<file path="src/rtl/adder_seq_pkg.sv">
// Shared constants and state encoding for the nibble-serial adder sequencer.
package adder_seq_pkg;

    localparam int unsigned NIBBLE_W = 4;

    typedef enum logic [1:0] {
        IDLE = 2'd0,
        RUN  = 2'd1,
        DONE = 2'd2
    } state_t;

endpackage

</file>
<file path="src/rtl/adder_seq_ctrl_if.sv">
// Start/operand/result bundle between a wide-operand producer and the sequencer.
interface adder_seq_ctrl_if #(
    parameter int unsigned WIDTH = 16
);
    logic             start;
    logic [WIDTH-1:0] a;
    logic [WIDTH-1:0] b;
    logic             cin;
    logic             busy;
    logic             done;
    logic [WIDTH-1:0] sum;
    logic             cout;

    modport master (
        output start, a, b, cin,
        input  busy, done, sum, cout
    );

    modport slave (
        input  start, a, b, cin,
        output busy, done, sum, cout
    );
endinterface

</file>
<file path="src/rtl/adder4b.sv">
// Existing 4-bit ripple adder datapath, purely combinational.
module adder4b (
    input  logic [3:0] a,
    input  logic [3:0] b,
    input  logic       cin,
    output logic [3:0] sum,
    output logic       cout
);
    assign {cout, sum} = 5'(a) + 5'(b) + 5'(cin);
endmodule

</file>
<file path="src/rtl/adder_seq_ctrl.sv">
// Adds two WIDTH-bit operands one nibble per clock through a single shared adder4b.
module adder_seq_ctrl
    import adder_seq_pkg::*;
#(
    parameter int unsigned WIDTH = 16
) (
    input logic             clk,
    input logic             rst,
    adder_seq_ctrl_if.slave bus
);
    localparam int unsigned NIB   = WIDTH / NIBBLE_W;
    localparam int unsigned IDX_W = (NIB > 1) ? $clog2(NIB) : 1;
    localparam logic [IDX_W-1:0] LAST_IDX = IDX_W'(NIB - 1);

    state_t               state_q, state_d;
    logic [IDX_W-1:0]     idx_q;
    logic [WIDTH-1:0]     a_q, b_q;
    logic                 carry_q;
    logic [WIDTH-1:0]     work_q, work_d;
    logic [WIDTH-1:0]     sum_q;
    logic                 cout_q;
    logic [NIBBLE_W-1:0]  nib_a, nib_b, nib_sum;
    logic                 nib_cout;

    // Select the current operand nibbles and merge the adder result into the working value
    always_comb begin
        nib_a  = a_q[int'(idx_q) * NIBBLE_W +: NIBBLE_W];
        nib_b  = b_q[int'(idx_q) * NIBBLE_W +: NIBBLE_W];
        work_d = work_q;
        work_d[int'(idx_q) * NIBBLE_W +: NIBBLE_W] = nib_sum;
    end

    adder4b u_adder4b (
        .a    (nib_a),
        .b    (nib_b),
        .cin  (carry_q),
        .sum  (nib_sum),
        .cout (nib_cout)
    );

    // State register
    always_ff @(posedge clk or posedge rst) begin
        if (rst) begin
            state_q <= IDLE;
        end else begin
            state_q <= state_d;
        end
    end

    // Next-state logic: IDLE -> RUN on start, RUN for NIB cycles, DONE for one cycle
    always_comb begin
        state_d = state_q;
        case (state_q)
            IDLE:    if (bus.start) state_d = RUN;
            RUN:     if (idx_q == LAST_IDX) state_d = DONE;
            DONE:    state_d = IDLE;
            default: state_d = IDLE;
        endcase
    end

    // Outputs decode straight from registers, so nothing combinational reaches them from inputs
    always_comb begin
        bus.busy = (state_q == RUN);
        bus.done = (state_q == DONE);
        bus.sum  = sum_q;
        bus.cout = cout_q;
    end

    // Operand capture, nibble stepping and result update; sum/cout only move on the last nibble
    always_ff @(posedge clk or posedge rst) begin
        if (rst) begin
            a_q     <= '0;
            b_q     <= '0;
            carry_q <= 1'b0;
            idx_q   <= '0;
            work_q  <= '0;
            sum_q   <= '0;
            cout_q  <= 1'b0;
        end else begin
            case (state_q)
                IDLE: begin
                    if (bus.start) begin
                        a_q     <= bus.a;
                        b_q     <= bus.b;
                        carry_q <= bus.cin;
                        idx_q   <= '0;
                    end
                end
                RUN: begin
                    work_q  <= work_d;
                    carry_q <= nib_cout;
                    idx_q   <= idx_q + IDX_W'(1);
                    if (idx_q == LAST_IDX) begin
                        sum_q  <= work_d;
                        cout_q <= nib_cout;
                    end
                end
                default: ;
            endcase
        end
    end

endmodule

</file>
<file path="src/flat_wrapper.sv">
// flat-port wrapper written by rule: the top's interface ports become plain ports
module adder_seq_ctrl_flat import adder_seq_pkg::*;
#(
    parameter int unsigned WIDTH = 16
)
  (clk, rst, bus_start, bus_a, bus_b, bus_cin, bus_busy, bus_done, bus_sum, bus_cout);
  adder_seq_ctrl_if #(.WIDTH(WIDTH)) bus_i ();
  input logic clk;
  input logic rst;
  input wire logic [$bits(bus_i.start)-1:0] bus_start;
  input wire logic [$bits(bus_i.a)-1:0] bus_a;
  input wire logic [$bits(bus_i.b)-1:0] bus_b;
  input wire logic [$bits(bus_i.cin)-1:0] bus_cin;
  output wire logic [$bits(bus_i.busy)-1:0] bus_busy;
  output wire logic [$bits(bus_i.done)-1:0] bus_done;
  output wire logic [$bits(bus_i.sum)-1:0] bus_sum;
  output wire logic [$bits(bus_i.cout)-1:0] bus_cout;
  assign bus_i.start = bus_start;
  assign bus_i.a = bus_a;
  assign bus_i.b = bus_b;
  assign bus_i.cin = bus_cin;
  assign bus_busy = bus_i.busy;
  assign bus_done = bus_i.done;
  assign bus_sum = bus_i.sum;
  assign bus_cout = bus_i.cout;
  adder_seq_ctrl #(.WIDTH(WIDTH)) u_core (.clk(clk), .rst(rst), .bus(bus_i));
endmodule
</file>
<file path="config.mk">
export PLATFORM = sky130hd
export DESIGN_NAME = adder_seq_ctrl_flat
export DESIGN_NICKNAME = d
export VERILOG_FILES = /design/src/rtl/adder_seq_pkg.sv /design/src/rtl/adder_seq_ctrl_if.sv /design/src/rtl/adder4b.sv /design/src/rtl/adder_seq_ctrl.sv /design/src/flat_wrapper.sv
export SDC_FILE = /design/constraint.sdc
export NUM_CORES = 1
export LEC_CHECK = 0
export ABC_AREA = 1
export CORE_MARGIN = 2
export CORE_UTILIZATION = 37
export DETAILED_ROUTE_END_ITERATION = 6
export PLACE_DENSITY_LB_ADDON = 0.05
export SLEW_MARGIN = 5
export SYNTH_ARGS = -nofsm -noshare
export SYNTH_HDL_FRONTEND = slang
export SYNTH_SLANG_ARGS = --single-unit
export TNS_END_PERCENT = 1
</file>
<file path="constraint.sdc">
create_clock -name clk -period 6.3 [get_ports clk]
set_input_delay 0.945 -clock clk [delete_from_list [all_inputs] [get_ports clk]]
set_output_delay 0.945 -clock clk [all_outputs]
set_load 0.02 [all_outputs]
</file>
==> run_results.csv <==
group,metric,value,unit
detailed_routing,drt-initial-drc-count,98,
clock_network,cts_max_path_buffers,2,
yosys,synth_seq_cells,70,
pwr,pwr-share-seq,34.4,%
clock_network,cts_resized,0,
yosys,syn_area_per_cell,8.21,um^2
clock_network,cts_max_level,3,
clock_network,worstSkewPairLatency,0.34,ns
die,die_h,99.4,um
placed_design,portBuffers,54,
pwr,leakage,2.07,nW
detailed_routing,totalWireLength,7.76,mm
detailed_routing,vias,2758,
sta,slew_violations,0,
finish,fin_nets,508,
sta,hold_slack,0.468,ns
placed_design,post-dp-hpwl,5.24,mm
sta,skew,0.00571,ns
pwr,p_int,1.21,mW
yosys,synth_area,0.00337,mm^2
die,rows,34,
yosys,synth_cells,410,
finish,synthToLayoutAreaGrowth,23.0,%
global_route,grt_pass1_wl,13.6,mm
finish,drive_gt1_share,7.76,%
clock_network,cts_made_buffers,9,
yosys,ys_seq_area_share,52.0,%
worst_setup_path,arrival,2.31,ns
yosys,ys_async_sr_fraction,100,%
clock_network,clk_pin_slew,0.07,ns
die,initial_utilization,38.4,%
die,fp.dieW,99.4,um
clock_network,cts_tree,"done",
finish,regArea,0.00175,mm^2
yosys,synth_top_area_cell,"dfrtp_1",
clock_network,post_cts_buffers,0,
clock_network,postCtsHoldBufs,0,
detailed_routing,antenna_left,0,
yosys,yosys.cell_count.top_type,"nand2_1",
yosys,synth_edf_count,0,
placed_design,gp_congestion,0.806,
status,status,"finished clean",
placed_design,placed_area,0.00397,mm^2
worst_setup_path,cp.required,5.35,ns
worst_setup_path,crit_fanout,30,
sta,fmax,307,MHz
finish,final_util,47.2,%
global_route,antenna_found_initial,0,
run,drv_cap,0,
yosys,yosysTopAreaCellShare,52.0,%
sta,setup_viol,0,
sta,finalCritPeriodShare,51.7,%
clock_network,cts_root_buf,"clkbuf_8",
pwr,ir_drop,210,uV
yosys,ys_top_cells_by_area,"dfrtp_1 52%, nand2_1 21%, ha_1 3.3%",
worst_setup_path,critPathKind,"reg -> out",
yosys,synth_nets,457,
detailed_routing,wl_per_cell,13.6,um
die,pin_count,55,
finish,fin_area,0.00414,mm^2
yosys,synth.distinct_cells,28,
sta,finalCriticalPeriod,3.26,ns
global_route,grt_util_all_layers,17.3,%
sta,relSlewSlack,40.1,%
sta,hold_viol_final,0,
clock_network,clock_sinks,70,
pwr,power.density,534,mW/mm^2
worst_setup_path,startpoint_type,"flop",
pwr,finalPower,2.21,mW
pwr,switching_share,45.5,%
worst_setup_path,cp-end-kind,"output port",
pwr,clkPwrFrac,15.0,%
pwr,p_switching,1.01,mW
min_path,hp-class,"reg -> reg",
yosys,synth_commonest_cells,"191 x nand2_1, 70 x dfrtp_1, 24 x inv_1, 22 x o21ai_0, 20 x nor2_1",
yosys,synth_flop_cell,"dfrtp_1",
detailed_routing,drc_errors,0,
global_route,grt_max_degree,71,
sta,tns,0,ns
finish,fillers,893,
die,core_area,0.00876,mm^2
pwr,p_comb_share,50.6,%
sta,worstMarginPinSlew,0.899,ns
detailed_routing,dr.pass1.iters,4,
finish,multi_input_area,0.00140,mm^2
global_route,gr-total-overflow,0,
yosys,yosysWarnings,0,
sta,rsz0062_at_grt,"no",
die,die-area,0.00988,mm^2
global_route,grt_pass1_vias,2838,
finish,antenna_cells,0,
detailed_routing,viasPerCell,4.82,
## power groups by stage
stage	sequential (mW)	clock (mW)	combinational, mW
after global placement	0.771	0	1.10
after detailed placement	0.772	0	1.12
after global routing	0.786	0.361	1.27
final	0.760	0.332	1.12
after floorplan	0.756	0	0.813
after CTS	0.765	0.343	1.13
## cell families (layout without fill, tap and decap cells)
logic type	Yosys count	count (layout)	share of synthesized area (%)
DFF	70	70	52.0
buffers and inverters	47	101	6.32
xor gates and xnor gates	1	1	0.260
adders and majority gates	11	11	4.53
AOI/OAI and AO/OA	55	55	9.92
and+or+nand+nor	226	226	26.9
## placed cells by master, fill, tap and decap left out
master / Yosys / final
nand2_1: 191 / 191
clkdlybuf4s50_1: 0 / 54
inv_2: 6 / 7
fa_1: 2 / 2
nand4_2: 1 / 1
nand2_4: 1 / 1
clkbuf_8: 0 / 12
nand3_1: 5 / 5
nor2_2: 1 / 1
clkbuf_1: 3 / 1
inv_1: 24 / 23
nand4_1: 3 / 3
o21bai_1: 1 / 1
nand3_4: 1 / 1
nor2_4: 1 / 1
ha_1: 9 / 9
nor2_1: 20 / 20
a21oi_1: 2 / 2
xnor2_1: 1 / 1
o22ai_1: 15 / 15
clkinv_2: 0 / 1
buf_4: 1 / 2
o21ai_2: 4 / 4
clkinv_4: 1 / 1
dfrtp_1: 70 / 70
o21ai_0: 22 / 22
o21ai_1: 9 / 9
o32ai_2: 2 / 2
nand2_2: 2 / 2
## per-stage QoR
| step | setup WS, ns | std cells |
|---|---|---|
| 6_report | 3.04 | 572 |
| 5_1_grt | 2.73 | 572 |
| 4_1_cts | 2.99 | 572 |
| 3_5_place_dp | 3.08 | 558 |
| 3_3_place_gp | 3.19 | 558 |
| 2_1_floorplan | 3.59 | 410 |
## critical path, cell delays in order (launching register included)
cell and delay, ns:
dfrtp_1 0.41, nand2_1 0.33, inv_2 0.53, clkdlybuf4s50_1 0.71
## worst paths after layout
kind                                           to  slack (ns)  cells after the start         startpoint
worst max register to register  u_core.work_q[10]        3.06                     11    u_core.idx_q[0]
worst max-delay path                     bus_busy        3.04                      3  u_core.state_q[0]
min in group asynchronous       u_core.bus.sum[3]        1.18                      3                rst
worst min register to register      u_core.b_q[9]        0.47                      2      u_core.b_q[9]
max in group asynchronous           u_core.b_q[9]        4.52                      3                rst
worst min-delay path                u_core.b_q[9]        0.47                      2      u_core.b_q[9]
## cell type report
type,instances,area share (%)
sequential,70,42.3
clock inverter,1,0.121
multi-input combinational,293,33.9
tap,108,3.26
clock buffer,13,4.08
timing repair buffer,56,13.4
inverter,31,2.93
## registers in the layout, summed over array words and instances (netlist names)
name             flops
u_core.carry_q       1
u_core.bus.cout      1
u_core.work_q       16
u_core.a_q          16
u_core.bus.sum      16
u_core.b_q          16
u_core.idx_q         2
u_core.state_q       2
## metal layers
layer | vias to the layer above | GRT usage, % | share of wire, %
li1 | 1390 | - | -
met2 | 55 | 28.6 | 49
met1 | 1304 | 22.6 | 46
met4 | 0 | 5.06 | 1.5
met3 | 9 | 4.36 | 3.4
met5 | - | 0 | 0
(Power assumes the default switching activity.)
